`src/rtl/vend_pkg.sv`:
```
// rtl/vend_pkg.sv - shared state and coin-select types for the vending controller
package vend_pkg;

    typedef enum logic [1:0] {
        IDLE,
        ACCUM,
        CHANGE
    } state_t;

    typedef enum logic [1:0] {
        NONE,
        A,
        B,
        C
    } coin_sel_t;

endpackage

```
`src/rtl/vend_fsm_param_if.sv`:
```
// rtl/vend_fsm_param_if.sv - coin/hopper handshake bundle between front end and vending controller
interface vend_fsm_param_if #(
    parameter int CREDIT_W = 4
);
    logic                coin_a;
    logic                coin_b;
    logic                coin_c;
    logic                cancel;
    logic                hopper_ready;
    logic                vend;
    logic                change_pulse;
    logic                coin_reject;
    logic [CREDIT_W-1:0] credit;
    logic                busy;

    modport master (
        output coin_a, coin_b, coin_c, cancel, hopper_ready,
        input  vend, change_pulse, coin_reject, credit, busy
    );

    modport slave (
        input  coin_a, coin_b, coin_c, cancel, hopper_ready,
        output vend, change_pulse, coin_reject, credit, busy
    );

endinterface

```
`src/rtl/vend_coin_arb.sv`:
```
// rtl/vend_coin_arb.sv - priority coin select (c > b > a) and multi-coin flag
module vend_coin_arb
    import vend_pkg::*;
#(
    parameter int CREDIT_W = 4,
    parameter int VAL_A    = 1,
    parameter int VAL_B    = 2,
    parameter int VAL_C    = 5
) (
    input  logic                i_coin_a,
    input  logic                i_coin_b,
    input  logic                i_coin_c,
    output coin_sel_t           o_sel,
    output logic [CREDIT_W-1:0] o_val,
    output logic                o_multi
);

    always_comb begin
        o_sel = NONE;
        o_val = '0;
        if (i_coin_c) begin
            o_sel = C;
            o_val = CREDIT_W'(VAL_C);
        end else if (i_coin_b) begin
            o_sel = B;
            o_val = CREDIT_W'(VAL_B);
        end else if (i_coin_a) begin
            o_sel = A;
            o_val = CREDIT_W'(VAL_A);
        end
    end

    // Any second coin in the same cycle loses arbitration and must be returned.
    assign o_multi = (i_coin_a & i_coin_b) | (i_coin_a & i_coin_c) | (i_coin_b & i_coin_c);

endmodule

```
`src/rtl/vend_fsm_param.sv`:
```
// rtl/vend_fsm_param.sv - parametrised vending controller: credit accumulation, vend, change payout
module vend_fsm_param
    import vend_pkg::*;
#(
    parameter int CREDIT_W = 4,
    parameter int PRICE    = 3,
    parameter int VAL_A    = 1,
    parameter int VAL_B    = 2,
    parameter int VAL_C    = 5
) (
    input  logic             clk,
    input  logic             rst_n,
    vend_fsm_param_if.slave  bus
);

    localparam int MAX_CREDIT = (1 << CREDIT_W) - 1;

    if (CREDIT_W < 1 || CREDIT_W > 30) begin : g_bad_width
        $fatal(1, "vend_fsm_param: CREDIT_W out of range");
    end
    if (PRICE < 1 || PRICE > MAX_CREDIT) begin : g_bad_price
        $fatal(1, "vend_fsm_param: PRICE out of range");
    end
    if (VAL_A < 1 || VAL_A > MAX_CREDIT || VAL_B < 1 || VAL_B > MAX_CREDIT ||
        VAL_C < 1 || VAL_C > MAX_CREDIT) begin : g_bad_val
        $fatal(1, "vend_fsm_param: coin value out of range");
    end

    state_t              r_state;
    logic [CREDIT_W-1:0] r_credit;
    logic                r_vend;
    logic                r_change;
    logic                r_reject;

    coin_sel_t           w_sel;
    logic [CREDIT_W-1:0] w_val;
    logic                w_multi;
    logic [CREDIT_W:0]   w_sum;
    logic [CREDIT_W-1:0] w_rem;
    logic                w_overflow;
    logic                w_cancel;
    logic                w_accept;
    logic                w_reject;

    vend_coin_arb #(
        .CREDIT_W (CREDIT_W),
        .VAL_A    (VAL_A),
        .VAL_B    (VAL_B),
        .VAL_C    (VAL_C)
    ) u_arb (
        .i_coin_a (bus.coin_a),
        .i_coin_b (bus.coin_b),
        .i_coin_c (bus.coin_c),
        .o_sel    (w_sel),
        .o_val    (w_val),
        .o_multi  (w_multi)
    );

    // One extra bit so an overflowing coin is detected rather than wrapped.
    assign w_sum      = {1'b0, r_credit} + {1'b0, w_val};
    assign w_overflow = w_sum[CREDIT_W];
    assign w_rem      = w_sum[CREDIT_W-1:0] - CREDIT_W'(PRICE);
    assign w_cancel   = bus.cancel && (r_state == ACCUM);
    assign w_accept   = (w_sel != NONE) && (r_state != CHANGE) && !w_cancel && !w_overflow;
    assign w_reject   = w_multi || ((w_sel != NONE) && !w_accept);

    always_ff @(posedge clk or negedge rst_n) begin
        if (!rst_n) begin
            r_state  <= IDLE;
            r_credit <= '0;
            r_vend   <= 1'b0;
            r_change <= 1'b0;
            r_reject <= 1'b0;
        end else begin
            r_vend   <= 1'b0;
            r_change <= 1'b0;
            r_reject <= w_reject;
            case (r_state)
                IDLE, ACCUM: begin
                    if (w_cancel) begin
                        r_state <= CHANGE;
                    end else if (w_accept) begin
                        if (w_sum >= (CREDIT_W+1)'(PRICE)) begin
                            r_vend   <= 1'b1;
                            r_credit <= w_rem;
                            r_state  <= (w_rem != '0) ? CHANGE : IDLE;
                        end else begin
                            r_credit <= w_sum[CREDIT_W-1:0];
                            r_state  <= ACCUM;
                        end
                    end
                end
                CHANGE: begin
                    if (r_credit == '0) begin
                        r_state <= IDLE;
                    end else if (bus.hopper_ready) begin
                        r_change <= 1'b1;
                        r_credit <= r_credit - 1'b1;
                        if (r_credit == CREDIT_W'(1)) begin
                            r_state <= IDLE;
                        end
                    end
                end
                default: r_state <= IDLE;
            endcase
        end
    end

    assign bus.vend         = r_vend;
    assign bus.change_pulse = r_change;
    assign bus.coin_reject  = r_reject;
    assign bus.credit       = r_credit;
    assign bus.busy         = (r_state == CHANGE);

endmodule

```
`src/flat_wrapper.sv`:
```
// flat-port wrapper written by rule: the top's interface ports become plain ports
module vend_fsm_param_flat import vend_pkg::*;
#(
    parameter int CREDIT_W = 4,
    parameter int PRICE    = 3,
    parameter int VAL_A    = 1,
    parameter int VAL_B    = 2,
    parameter int VAL_C    = 5
)
  (clk, rst_n, bus_coin_a, bus_coin_b, bus_coin_c, bus_cancel, bus_hopper_ready, bus_vend, bus_change_pulse, bus_coin_reject, bus_credit, bus_busy);
  vend_fsm_param_if #(.CREDIT_W(CREDIT_W)) bus_i ();
  input  logic clk;
  input  logic rst_n;
  input wire logic [$bits(bus_i.coin_a)-1:0] bus_coin_a;
  input wire logic [$bits(bus_i.coin_b)-1:0] bus_coin_b;
  input wire logic [$bits(bus_i.coin_c)-1:0] bus_coin_c;
  input wire logic [$bits(bus_i.cancel)-1:0] bus_cancel;
  input wire logic [$bits(bus_i.hopper_ready)-1:0] bus_hopper_ready;
  output wire logic [$bits(bus_i.vend)-1:0] bus_vend;
  output wire logic [$bits(bus_i.change_pulse)-1:0] bus_change_pulse;
  output wire logic [$bits(bus_i.coin_reject)-1:0] bus_coin_reject;
  output wire logic [$bits(bus_i.credit)-1:0] bus_credit;
  output wire logic [$bits(bus_i.busy)-1:0] bus_busy;
  assign bus_i.coin_a = bus_coin_a;
  assign bus_i.coin_b = bus_coin_b;
  assign bus_i.coin_c = bus_coin_c;
  assign bus_i.cancel = bus_cancel;
  assign bus_i.hopper_ready = bus_hopper_ready;
  assign bus_vend = bus_i.vend;
  assign bus_change_pulse = bus_i.change_pulse;
  assign bus_coin_reject = bus_i.coin_reject;
  assign bus_credit = bus_i.credit;
  assign bus_busy = bus_i.busy;
  vend_fsm_param #(.CREDIT_W(CREDIT_W), .PRICE(PRICE), .VAL_A(VAL_A), .VAL_B(VAL_B), .VAL_C(VAL_C)) u_core (.clk(clk), .rst_n(rst_n), .bus(bus_i));
endmodule
```
`config.mk`:
```
export PLATFORM = sky130hd
export DESIGN_NAME = vend_fsm_param_flat
export DESIGN_NICKNAME = d
export VERILOG_FILES = /design/src/rtl/vend_pkg.sv /design/src/rtl/vend_fsm_param_if.sv /design/src/rtl/vend_coin_arb.sv /design/src/rtl/vend_fsm_param.sv /design/src/flat_wrapper.sv
export SDC_FILE = /design/constraint.sdc
export NUM_CORES = 1
export LEC_CHECK = 0
export CAP_MARGIN = 30
export CORE_MARGIN = 3
export CORE_UTILIZATION = 50
export DETAILED_ROUTE_END_ITERATION = 6
export PLACE_DENSITY = 0.77
export SYNTH_ARGS = -nofsm -noshare
export SYNTH_HDL_FRONTEND = slang
export SYNTH_HIERARCHICAL = 1
export SYNTH_SLANG_ARGS = --single-unit
export TNS_END_PERCENT = 30
```
`constraint.sdc`:
```
create_clock -name clk -period 3.2 [get_ports clk]
set_input_delay 0.32 -clock clk [delete_from_list [all_inputs] [get_ports clk]]
set_output_delay 0.32 -clock clk [all_outputs]
set_load 0.05 [all_outputs]
```
After elaboration in Yosys (flattened, before gate mapping)

Index checks and enable logic that the tools add are counted.

Register bits: 9
Bits of input ports: 7
Output and inout bits: 8
Logic and storage cells: 69

Add/subtract/negate cells: 3
$lt $le $gt $ge: 1
Eq/ne operators: 11
Muxes and demuxes: 27
Bitwise logic cells: 5
Reductions and logical operators: 17

Operator list:

| operator                                                                 | count |
|---|---|
| 2-bit two-way mux                                                        | 10 |
| 4-bit two-way mux                                                        | 5 |
| 1-bit two-way mux                                                        | 9 |
| 2-bit inequality test (second input constant)                            | 4 |
| 4-bit case mux with 2 select lines                                       | 1 |
| 3-bit by 1-bit inequality test with 1-bit output (second input constant) | 2 |
| 4-bit by 3-bit adder with 5-bit output                                   | 1 |
| 5-bit by 2-bit >= comparator with 1-bit output (second input constant)   | 1 |
| 1-bit logical AND                                                        | 5 |
| 5-bit AND reduction                                                      | 1 |
| 4-bit by 1-bit == test with 1-bit output (second input constant)         | 1 |
| 4-bit logical NOT                                                        | 1 |
| 2-bit case mux with 2 select lines                                       | 1 |
| 2-bit nonzero test                                                       | 2 |
| 4-bit nonzero test                                                       | 1 |
| 4-bit by 1-bit subtractor with 4-bit output (second input constant)      | 1 |
| 4-bit by 2-bit subtractor with 4-bit output (second input constant)      | 1 |
| 1-bit AND                                                                | 3 |
| 1-bit logical NOT                                                        | 3 |
| 3-bit two-way mux                                                        | 1 |
| 3-bit by 2-bit inequality test with 1-bit output (second input constant) | 1 |
| 3-bit AND reduction                                                      | 1 |
| 2-bit by 1-bit == test with 1-bit output (second input constant)         | 1 |
| 2-bit == test (second input constant)                                    | 1 |
| 5 further kinds                                                          | 6 |

Depth between registers and ports, before layout

Gate-level depths: netlist of the first run.

Word-level depth: 11
Mapped depth: 10
Gate-level depth less buffers: 9

Hierarchy

The synthesis of the first run kept the hierarchy.

By module, submodules not included:

| module         | instances | cells each | area each (µm²) |
|---|---|---|---|
| vend_fsm_param | 1         | 75         | 719.4 |
| vend_coin_arb  | 1         | 9          | 60.1 |

Worst setup path after synthesis of the first run

OpenSTA, ideal clock, no wires.

Kind: register to register
Start: register u_core.r_credit[0], in the netlist u_core/bus.credit[0]
End: register u_core.r_credit[3], in the netlist u_core/bus.credit[3]
Data arrival time: 2,451 ps
Slack: 649 ps
Stages on the path, launching flop included: 8
Clock period less this slack: 2,551 ps
Cells stage by stage: dfrtp_1 ha_1 fa_1 a21o_2 a2111o_1 nand2b_1 a21oi_1 a311oi_1

Word-level cells in the longest chain between the ends: 6
Elaborated cells between the ends (all ways): 16
Those cells by class: add/sub: 3; order compare: 1; eq/ne: 2; mux: 6; reduce/logical: 4

Ends and longest elaborated chain:

| what                                                                                                                 | line                                       | source |
|---|---|---|
| start, declared                                                                                                      | vend_fsm_param.sv:30                       | `logic [CREDIT_W-1:0] r_credit;` |
| start signal, assigned                                                                                               | vend_fsm_param.sv:85                       | `r_credit <= w_rem;` |
| start signal, assigned                                                                                               | vend_fsm_param.sv:88                       | `r_credit <= w_sum[CREDIT_W-1:0];` |
| start signal, assigned                                                                                               | vend_fsm_param.sv:98                       | `r_credit <= r_credit - 1'b1;` |
| 4-bit by 3-bit adder with 5-bit output                                                                               | vend_fsm_param.sv:60                       | `assign w_sum = {1'b0, r_credit} + {1'b0, w_val};` |
| 4-bit by 2-bit subtractor with 4-bit output / 5-bit by 2-bit >= comparator with 1-bit output (equally long branches) | vend_fsm_param.sv:62, vend_fsm_param.sv:83 |  |
| 4-bit two-way mux                                                                                                    | vend_fsm_param.sv:83                       | `if (w_sum >= (CREDIT_W+1)'(PRICE)) begin` |
| 4-bit two-way mux                                                                                                    | vend_fsm_param.sv:82                       | `end else if (w_accept) begin` |
| 4-bit two-way mux                                                                                                    | vend_fsm_param.sv:80                       | `if (w_cancel) begin` |
| 4-bit case mux with 2 select lines                                                                                   | vend_fsm_param.sv:78                       | `case (r_state)` |

Parallel ways exist; a longest one is shown, timed or not. The select of a mux whose other input is x is not followed.
A chain may end at the register's enable or synchronous reset.

Worst setup path after layout of the first run

Start: input bus_coin_b
End: register u_core.r_credit[3], in the netlist u_core/bus.credit[3]

Word-level cells in the longest chain between the ends: 8
Elaborated cells between the ends (all ways): 18
Those cells by class: add/sub: 2; order compare: 1; eq/ne: 1; mux: 8; reduce/logical: 6

Ends and longest elaborated chain:

| what                                                              | line                 | source |
|---|---|---|
| start, declared                                                   | flat_wrapper.sv:15   | `input wire logic [$bits(bus_i.coin_b)-1:0] bus_coin_b;` |
| 2-bit two-way mux                                                 | vend_coin_arb.sv:24  | `end else if (i_coin_b) begin` |
| 2-bit two-way mux                                                 | vend_coin_arb.sv:21  | `if (i_coin_c) begin` |
| net u_core.w_sel[0]                                               | vend_fsm_param.sv:35 | `coin_sel_t w_sel;` |
| 2-bit nonzero test                                                | vend_fsm_param.sv:64 | `assign w_accept = (w_sel != NONE) && (r_state != CHANGE) && !w_cancel && !w_overflow;` |
| 1-bit logical AND (3 in a row)                                    | vend_fsm_param.sv:64 |  |
| 2-bit by 1-bit inequality test with 1-bit output (no source line) | -                    |  |
| 5-bit AND reduction (no source line)                              | -                    |  |

The timed path passes the listed nets, and every way through them passes these cells. The select of a mux whose other input is x is not followed.

==> flow_summary_export.csv, run 1 <==
group,metric,value,unit
worst_hold_path,hold_class,"in2async",
cts,postCtsHoldBufs,0,
finish,drive_gt1_frac,0.121,
placed_design,portBuffers,14,
finish,layout.nets,115,
global_routing,grt_pass1_wl,2.86,mm
cts,cts_resized,0,
logic_synthesis,yosysUniqueCellTypes,36,
critical_path,start_kind,"primary input",
route,wl_per_cell,15.2,um
floorplan,core-area,1380,um2
cts,root_buffer,"clkbuf_4",
floorplan,die_y,45.5,um
cts,cts_tree,"yes",
route,final_antenna_net_count,0,
cts,path_clk_slew,0.06,ns
finish,final_core_util,0.683,
logic_synthesis,synthXorXnorAreaFrac,0.0225,
floorplan,die_w,45.5,um
cts,ctsLongestPathBuffers,2,
logic_synthesis,synth_mux_area_frac,0,
logic_synthesis,synth_compound_area_frac,0.321,
floorplan,initial_utilization,0.564,
logic_synthesis,synth-simple-area-share,0.156,
finish,area_growth,21.2,%
cts,clk_latency,0.25,ns
critical_path,crit_type,"in2reg",
timing,skew,0.00621,ns
run_status,status,"complete, no violations",
placed_design,place.gp.congestion,0.914,
logic_synthesis,synth_edf_count,0,
logic_synthesis,synth.top_cell.area_share,0.289,
logic_synthesis,synthCells,84,
route,drc,0,
global_routing,grt_max_degree,10,
critical_path,crit_fanout,6,
timing,rsz0062_at_grt,"no",
placed_design,post-dp-hpwl,1.37,mm
run,drv_cap,0,
logic_synthesis,syn_area,779,um2
logic_synthesis,synth_fa_ha_area_frac,0.152,
finish,ff_latch_area,225,um2
logic_synthesis,avgSynthCellArea,9.28,um2
timing,max_slew_margin,0.636,
logic_synthesis,synth_area_leaders,"dfrtp_1, ha_1, a21oi_1",
logic_synthesis,yosys.area.top_type,"dfrtp_1",
floorplan,num_rows,13,
timing,setup_violations,0,
finish,nFillCells,115,
timing,finalWorstSetupSlack,0.355,ns
timing,fin_crit_sh,0.889,
route,finalWirelength,1.73,mm
finish,multi_input_area,512,um2
logic_synthesis,synthArstFlopShare,1.00,
critical_path,endpoint_kind,"flop",
critical_path,critPathArrivalTime,2.99,ns
timing,timing.fmax,352,MHz
route,drt_iter0_markers,14,
global_routing,grt_pass1_vias,618,
critical_path,worstPathRequired,3.34,ns
floorplan,die-area,2070,um2
route,drt_first_pass_iters,5,
timing,final-max-slew-violation-count,0,
logic_synthesis,ys.flop_type,"dfrtp_1",
timing,final.setup.tns,0,ns
logic_synthesis,synth_top_family_by_area,"compound AO/OA/AOI/OAI gates",
global_routing,grt-ovfl-total,0,
logic_synthesis,yosysWarnings,6,
route,vias,691,
cts,cts_setup_buffers,0,
floorplan,ios,15,
timing,tightest_slew,0.545,ns
placed_design,dp_slack,0.125,ns
route,post_drt_via_cell_ratio,6.06,
finish,antenna_cells,0,
logic_synthesis,yosysSeqAreaShare,0.289,
timing,period_needed,2.84,ns
timing,finalHoldViolCount,0,
global_routing,grt_antenna_before_repair,0,
logic_synthesis,synthesis.nets,99,
logic_synthesis,synth_seq_cells,9,
global_routing,grt.total_usage,0.191,
cts,cts_buffers,3,
cts,htreeDepth,1,
cts,clock-sinks,9,
[critical path, cell delays in order]
cell             delay, ns
clkdlybuf4s50_1       0.50
inv_1                 0.06
a21o_2                0.19
ha_1                  0.21
fa_1                  0.41
a21o_2                0.23
a2111o_1              0.49
nand2b_1              0.20
a21oi_1               0.10
a311oi_1              0.28
[final cells by class]
class                      count  share of cell area
inverter                       4              0.0159
multi-input combinational     67               0.542
sequential                     9               0.238
clock buffer                   4              0.0278
timing repair buffer          15               0.156
tap                           15              0.0199
[flip-flops by register name, indices dropped and copies added (netlist names)]
name and flops:
u_core/bus.credit 4, u_core/bus.change_pulse 1, u_core/bus.vend 1, u_core/r_state 2, u_core/bus.coin_reject 1
[kinds of logic (layout without fill, tap and decap cells)]
family	count (synthesis)	count (layout)
and+or+nand+nor	25	25
buffers and inverters	8	23
other	1	1
adders and majority gates	9	9
AOI/OAI and AO/OA	30	30
xor gates and xnor gates	2	2
DFF	9	9
[final timing paths]
check | start | endpoint | slack [ns] | cells past startpoint
max in group asynchronous | rst_n | u_core/bus.coin_reject | 2.56 | 1
hold reg to reg | u_core/r_state[1] | u_core/r_state[1] | 0.53 | 1
setup reg to reg | u_core/bus.credit[0] | u_core/bus.credit[3] | 0.65 | 7
min in group clk | u_core/r_state[1] | u_core/r_state[1] | 0.53 | 1
setup / recovery | bus_coin_b | u_core/bus.credit[3] | 0.36 | 10
hold / removal | rst_n | u_core/bus.credit[2] | 0.36 | 1
[synthesized netlist by cell type, types with 2 or more instances]
| master | instances |
|---|---|
| dfrtp_1 | 9 |
| nor2_1 | 8 |
| ha_1 | 7 |
| nand2_1 | 7 |
| a21oi_1 | 6 |
| a211oi_1 | 4 |
| inv_1 | 4 |
| buf_4 | 3 |
| a2111o_1 | 2 |
| a21o_1 | 2 |
| a21o_2 | 2 |
| a31oi_1 | 2 |
| nand2b_1 | 2 |
| nor3_1 | 2 |
| o21bai_1 | 2 |
| o31ai_1 | 2 |
[placed cells by master, fill, tap and decap left out, types with 2 or more instances in the layout]
master           count
a21o_1               2
nand2_1              7
inv_1                4
nor3_1               2
a31oi_1              2
dfrtp_1              9
a211oi_1             4
nand2b_1             2
o31ai_1              2
clkdlybuf4s50_1     14
clkbuf_4             3
o21bai_1             2
a21o_2               2
a21oi_1              6
a2111o_1             2
nor2_1               8
ha_1                 7
[per-stage QoR]
stage	instance area [um2]	hold slack, ns	cells
floorplan	779	0.0244	84
global route	945	0.390	114
CTS	945	0.371	114
detailed placement	918	0.516	110
finish	945	0.358	114
global placement	918	0.506	110
[metal layers]
layer / global-route usage / part of all wire / vias to the layer above
met3: 0.0158 / 0.070 / 2
li1: - / - / 347
met4: 0.0526 / 0.0098 / 0
met5: 0 / 0 / -
met2: 0.326 / 0.46 / 33
met1: 0.254 / 0.46 / 309
Power of run 1 is not shown: default switching activity piles up to over one toggle a cycle in this logic, so the estimate is an artifact.
==> run 2: changes to the inputs <==
MAX_ROUTING_LAYER = met4   (was default)
==> run 2 against run 1 <==
  * Fmax increased by 0.14%
  * Non-clock buffer count unchanged
  * Critical endpoint unchanged
  * Cell count unchanged
  * Clock skew about the same
  * Sequential cell count unchanged
  * Highest routed layer is now met3
  * Design area unchanged
==> flow_summary_export.csv, run 2 (same netlist as run 1, synthesis figures left out) <==
group,metric,value,unit
route,drc,0,
critical_path,start_kind,"primary input",
route,finalWirelength,1.72,mm
finish,largest_reg_flops,4,
timing,tightest_slew,0.541,ns
finish,drive_gt1_frac,0.121,
finish,final_cells,114,
cts,clock-sinks,9,
route,post_drt_via_cell_ratio,6.11,
critical_path,critPathTopFamily,"compound AO/OA/AOI/OAI gates",
cts,cts_buffers,3,
timing,setup_violations,0,
critical_path,max_stage_delay,0.50,ns
cts,ctsLongestPathBuffers,2,
cts,clk_latency,0.25,ns
floorplan,die_y,45.5,um
worst_hold_path,hold_class,"in2async",
timing,finalHoldViolCount,0,
cts,postCtsHoldBufs,0,
run,drv_cap,0,
route,drt_iter0_markers,15,
cts,cts_tree,"yes",
floorplan,ios,15,
floorplan,core-area,1380,um2
timing,final.setup.tns,0,ns
global_routing,grt_max_degree,10,
floorplan,die-area,2070,um2
timing,timing.fmax,352,MHz
global_routing,grt-ovfl-total,0,
finish,antenna_cells,0,
route,wl_per_cell,15.1,um
placed_design,portBuffers,14,
timing,fin_crit_sh,0.888,
critical_path,r2r_cells,7,
timing,skew,0.00635,ns
cts,htreeDepth,1,
timing,final-max-slew-violation-count,0,
route,final_antenna_net_count,0,
critical_path,worstPathRequired,3.34,ns
timing,rsz0062_at_grt,"no",
finish,mostFrequentLayoutCells,"clkdlybuf4s50_1, dfrtp_1, nor2_1, nand2_1, ha_1",
finish,area_growth,21.2,%
timing,period_needed,2.84,ns
critical_path,endpoint_kind,"flop",
critical_path,crit_top_cell,"a21o_2",
timing,max_slew_margin,0.638,
critical_path,worst-path-buf-inv,2,
cts,path_clk_slew,0.06,ns
finish,multi_input_area,512,um2
placed_design,place.gp.congestion,0.930,
finish,final_core_util,0.683,
floorplan,initial_utilization,0.564,
critical_path,crit_cells,10,
cts,cts_resized,0,
global_routing,grt_pass1_wl,2.86,mm
critical_path,crit_chain,"clkdlybuf4s50_1 -> inv_1 -> a21o_2 -> ha_1 -> fa_1 -> a21o_2 -> a2111o_1 -> nand2b_1 -> a21oi_1 -> a311oi_1",
finish,final_common_cell,"clkdlybuf4s50_1",
critical_path,crit_slowest_cell,"clkdlybuf4s50_1",
cts,root_buffer,"clkbuf_4",
finish,nFillCells,115,
placed_design,post-dp-hpwl,1.37,mm
global_routing,grt_antenna_before_repair,0,
critical_path,critPathArrivalTime,2.99,ns
cts,cts_setup_buffers,0,
run_status,status,"complete, no violations",
critical_path,crit_fanout,6,
finish,ff_latch_area,225,um2
floorplan,die_w,45.5,um
placed_design,post-place-cells,110,
finish,layout.nets,115,
route,vias,696,
global_routing,grt_pass1_vias,619,
route,drt_first_pass_iters,4,
global_routing,grt.total_usage,0.196,
floorplan,num_rows,13,
critical_path,crit_type,"in2reg",
-- run 2: cell counts in the layout (fill, tap and decap cells not counted) --
No cell type changed its count.
-- run 2: path summary, 6_finish.rpt --
check,to,slack [ns],startpoint
min in group clk,u_core/r_state[1],0.53,u_core/r_state[1]
setup reg to reg,u_core/bus.credit[3],0.65,u_core/bus.credit[0]
max in group asynchronous,u_core/bus.coin_reject,2.56,rst_n
hold / removal,u_core/bus.credit[2],0.36,rst_n
hold reg to reg,u_core/r_state[1],0.53,u_core/r_state[1]
setup / recovery,u_core/bus.credit[3],0.36,bus_coin_b
-- run 2: cell type report --
cell class              count  area share
multi-input cells          67       0.542
flip-flops and latches      9       0.238
repair buffers             15       0.156
clock buffers               4      0.0278
well taps                  15      0.0199
inverters                   4      0.0159
-- run 2: worst reg2reg max path: stages (launching register included) --
cell	delay, ns
dfrtp_1	0.47
ha_1	0.27
fa_1	0.41
a21o_2	0.23
a2111o_1	0.49
nand2b_1	0.20
a21oi_1	0.10
a311oi_1	0.28
-- run 2: through the flow --
stage	setup slack (ns)	hold slack, ns	area [um2]
6_report	0.359	0.358	945
4_1_cts	0.384	0.371	945
5_1_grt	0.219	0.390	945
3_3_place_gp	0.194	0.506	918
2_1_floorplan	0.649	0.0244	779
3_5_place_dp	0.125	0.516	918
-- run 2: routing by layer --
metal	GRT usage	vias to the layer above	share of wire
met5	-	-	0
met4	0.0526	0	0
met3	0.0158	0	0.058
met2	0.326	30	0.48
met1	0.254	319	0.47
li1	-	347	-
Power of run 2 is left out for the same reason.
==> run 3: changes to the inputs <==
CORE_ASPECT_RATIO = 0.75   (was default)
CORE_UTILIZATION = 45   (was 50)
PLACE_DENSITY = 0.73   (was 0.77)
SYNTH_HIERARCHICAL = default   (was 1)
clock period = 2.5 ns   (was 3.2 ns; I/O delays follow)
==> run 3 against run 2 <==
  * Count of clock-buffer cells in the layout unchanged
  * Cell count rose by 22%
  * First-iteration DRC count grew 47%
  * Non-clock buffer count increased by 14
  * Clock skew down 0.0048 ns
  * Synthesized cell count rose by 4.8%
  * Critical path depth is 3 lower
  * Global-route usage is 1.5 points higher
  * Die area increased by 12%
  * Highest routed layer is now met4
==> flow_summary_export.csv, run 3 <==
group,metric,value,unit
global_routing,grt_max_degree,14,
timing,tightest_slew,0.499,ns
finish,layout.nets,133,
floorplan,die_y,42.5,um
cts,clk_latency,0.27,ns
cts,cts_tree,"yes",
floorplan,initial_utilization,0.507,
logic_synthesis,yosysSeqAreaShare,0.282,
timing,setup_violations,0,
floorplan,ios,15,
finish,largest_reg_flops,4,
timing,max_slew_margin,0.666,
global_routing,grt_pass1_vias,715,
floorplan,die-area,2320,um2
critical_path,endpoint_kind,"flop",
critical_path,crit_fanout,7,
logic_synthesis,synth_area_leaders,"dfrtp_1, ha_1, a21oi_1",
logic_synthesis,synth_edf_count,0,
logic_synthesis,synthesis.nets,102,
global_routing,grt.total_usage,0.211,
cts,root_buffer,"clkbuf_4",
critical_path,crit_type,"reg2reg",
route,vias,795,
logic_synthesis,synth.top_cell.area_share,0.282,
logic_synthesis,yosysUniqueCellTypes,37,
floorplan,core-area,1580,um2
timing,fin_crit_sh,0.925,
finish,area_growth,41.2,%
route,wl_per_cell,15.0,um
logic_synthesis,syn_area,800,um2
global_routing,grt_antenna_before_repair,0,
global_routing,grt-ovfl-total,0,
logic_synthesis,synth_seq_cells,9,
route,drt_first_pass_iters,4,
timing,period_needed,2.31,ns
placed_design,portBuffers,14,
cts,clock-sinks,9,
finish,mostFrequentLayoutCells,"buf_4, clkdlybuf4s50_1, nand2_1, a21oi_1, dfrtp_1",
critical_path,start_kind,"flop",
route,final_antenna_net_count,0,
route,drt_iter0_markers,22,
placed_design,place.gp.congestion,0.810,
logic_synthesis,avgSynthCellArea,9.09,um2
global_routing,grt_pass1_wl,3.38,mm
finish,antenna_cells,0,
logic_synthesis,ys.flop_type,"dfrtp_1",
timing,skew,0.00151,ns
cts,ctsLongestPathBuffers,2,
floorplan,num_rows,12,
logic_synthesis,yosysWarnings,0,
critical_path,worstPathRequired,2.69,ns
route,drc,0,
cts,path_clk_slew,0.07,ns
cts,cts_buffers,3,
cts,htreeDepth,1,
logic_synthesis,synthArstFlopShare,1.00,
route,post_drt_via_cell_ratio,5.72,
cts,postCtsHoldBufs,0,
timing,timing.fmax,432,MHz
timing,final-max-slew-violation-count,0,
timing,rsz0062_at_grt,"no",
critical_path,critPathArrivalTime,2.51,ns
finish,final_core_util,0.716,
logic_synthesis,yosys.area.top_type,"dfrtp_1",
run,drv_cap,0,
placed_design,post-dp-hpwl,1.61,mm
route,finalWirelength,2.08,mm
logic_synthesis,synthCells,88,
finish,final_common_cell,"buf_4",
finish,nFillCells,121,
timing,finalHoldViolCount,0,
run_status,status,"complete, no violations",
worst_hold_path,hold_class,"in2async",
logic_synthesis,synth_common_cells,"a21oi_1, nand2_1, dfrtp_1",
finish,drive_gt1_frac,0.280,
floorplan,die_w,54.7,um
==> run 3: cell count changes in the layout (fill, tap and decap cells not counted), sizes merged, moves of 3 or more <==
cell / change
mux2i: +5
nand2: +3
buf: +14
o21ai: +3
clkdlybuf4s50: -3
a21oi: +5
dlymetal6s2s: +3
nor2: -3
==> run 3: worst max-delay path, stage by stage (launching register included) <==
cell and delay (ns):
dfrtp_2 0.45, ha_2 0.21, fa_1 0.51, ha_2 0.22, or3b_4 0.40, a31oi_4 0.18
mux2i_1 0.09, a21oi_1 0.17
==> run 3: through the flow <==
step                std cells  setup WS [ns]  instance area (um2)  setup TNS [ns]  hold slack [ns]
floorplan                  88         0.0652                  801               0          -0.0456
global placement          135         -0.228                 1060           -1.29            0.504
detailed placement        135         -0.368                 1060           -1.65            0.552
CTS                       139         0.0343                 1090               0            0.308
global route              139         0.0912                 1130               0            0.323
finish                    139          0.187                 1130               0            0.294
==> run 3: path summary, 6_finish.rpt <==
path | depth (start not counted) | slack, ns | startpoint | endpoint
setup reg to reg | 7 | 0.19 | u_core.bus.credit[0] | u_core.bus.credit[3]
setup / recovery | 7 | 0.19 | u_core.bus.credit[0] | u_core.bus.credit[3]
max in group asynchronous | 1 | 1.87 | rst_n | u_core.bus.credit[0]
min in group clk | 4 | 0.39 | bus_coin_b | u_core.bus.coin_reject
hold / removal | 1 | 0.29 | rst_n | u_core.bus.change_pulse
hold reg to reg | 1 | 0.57 | u_core.r_state[1] | u_core.r_state[1]
==> run 3: layer usage <==
layer	routed length, um	up-vias	GRT usage	share of wire
met5	0	-	-	0
met2	999	29	0.328	0.48
met3	153	2	0.0641	0.074
met1	920	384	0.267	0.44
met4	8	0	0.0448	0.0038
li1	-	380	-	-
==> run 3: cells by family after synthesis <==
group,Yosys count,share of synthesized area
compound gates,31,0.294
simple gates,25,0.150
flops,9,0.282
buf+inv,7,0.0485
fa+ha+maj,7,0.119
mux,5,0.0626
xor+xnor,4,0.0438
==> run 3: what timing repair did <==
item                                    in CTS  in global routing
setup buffers                                0                  0
resized for setup                            3                  8
pin swaps                                    4                  5
endpoints found under the setup margin       2                  6
gates cloned                                 0                  0
==> run 3: area by class of cell <==
type                            instances  area [um2]  area share
Sequential cell                         9         226       0.201
Clock buffer                            4        26.3      0.0233
Tap cell                               21        26.3      0.0233
Timing Repair Buffer                   29         260       0.231
Multi-Input combinational cell         72         574       0.509
Inverter                                4        15.0      0.0133
Power of run 3 is left out for the same reason.
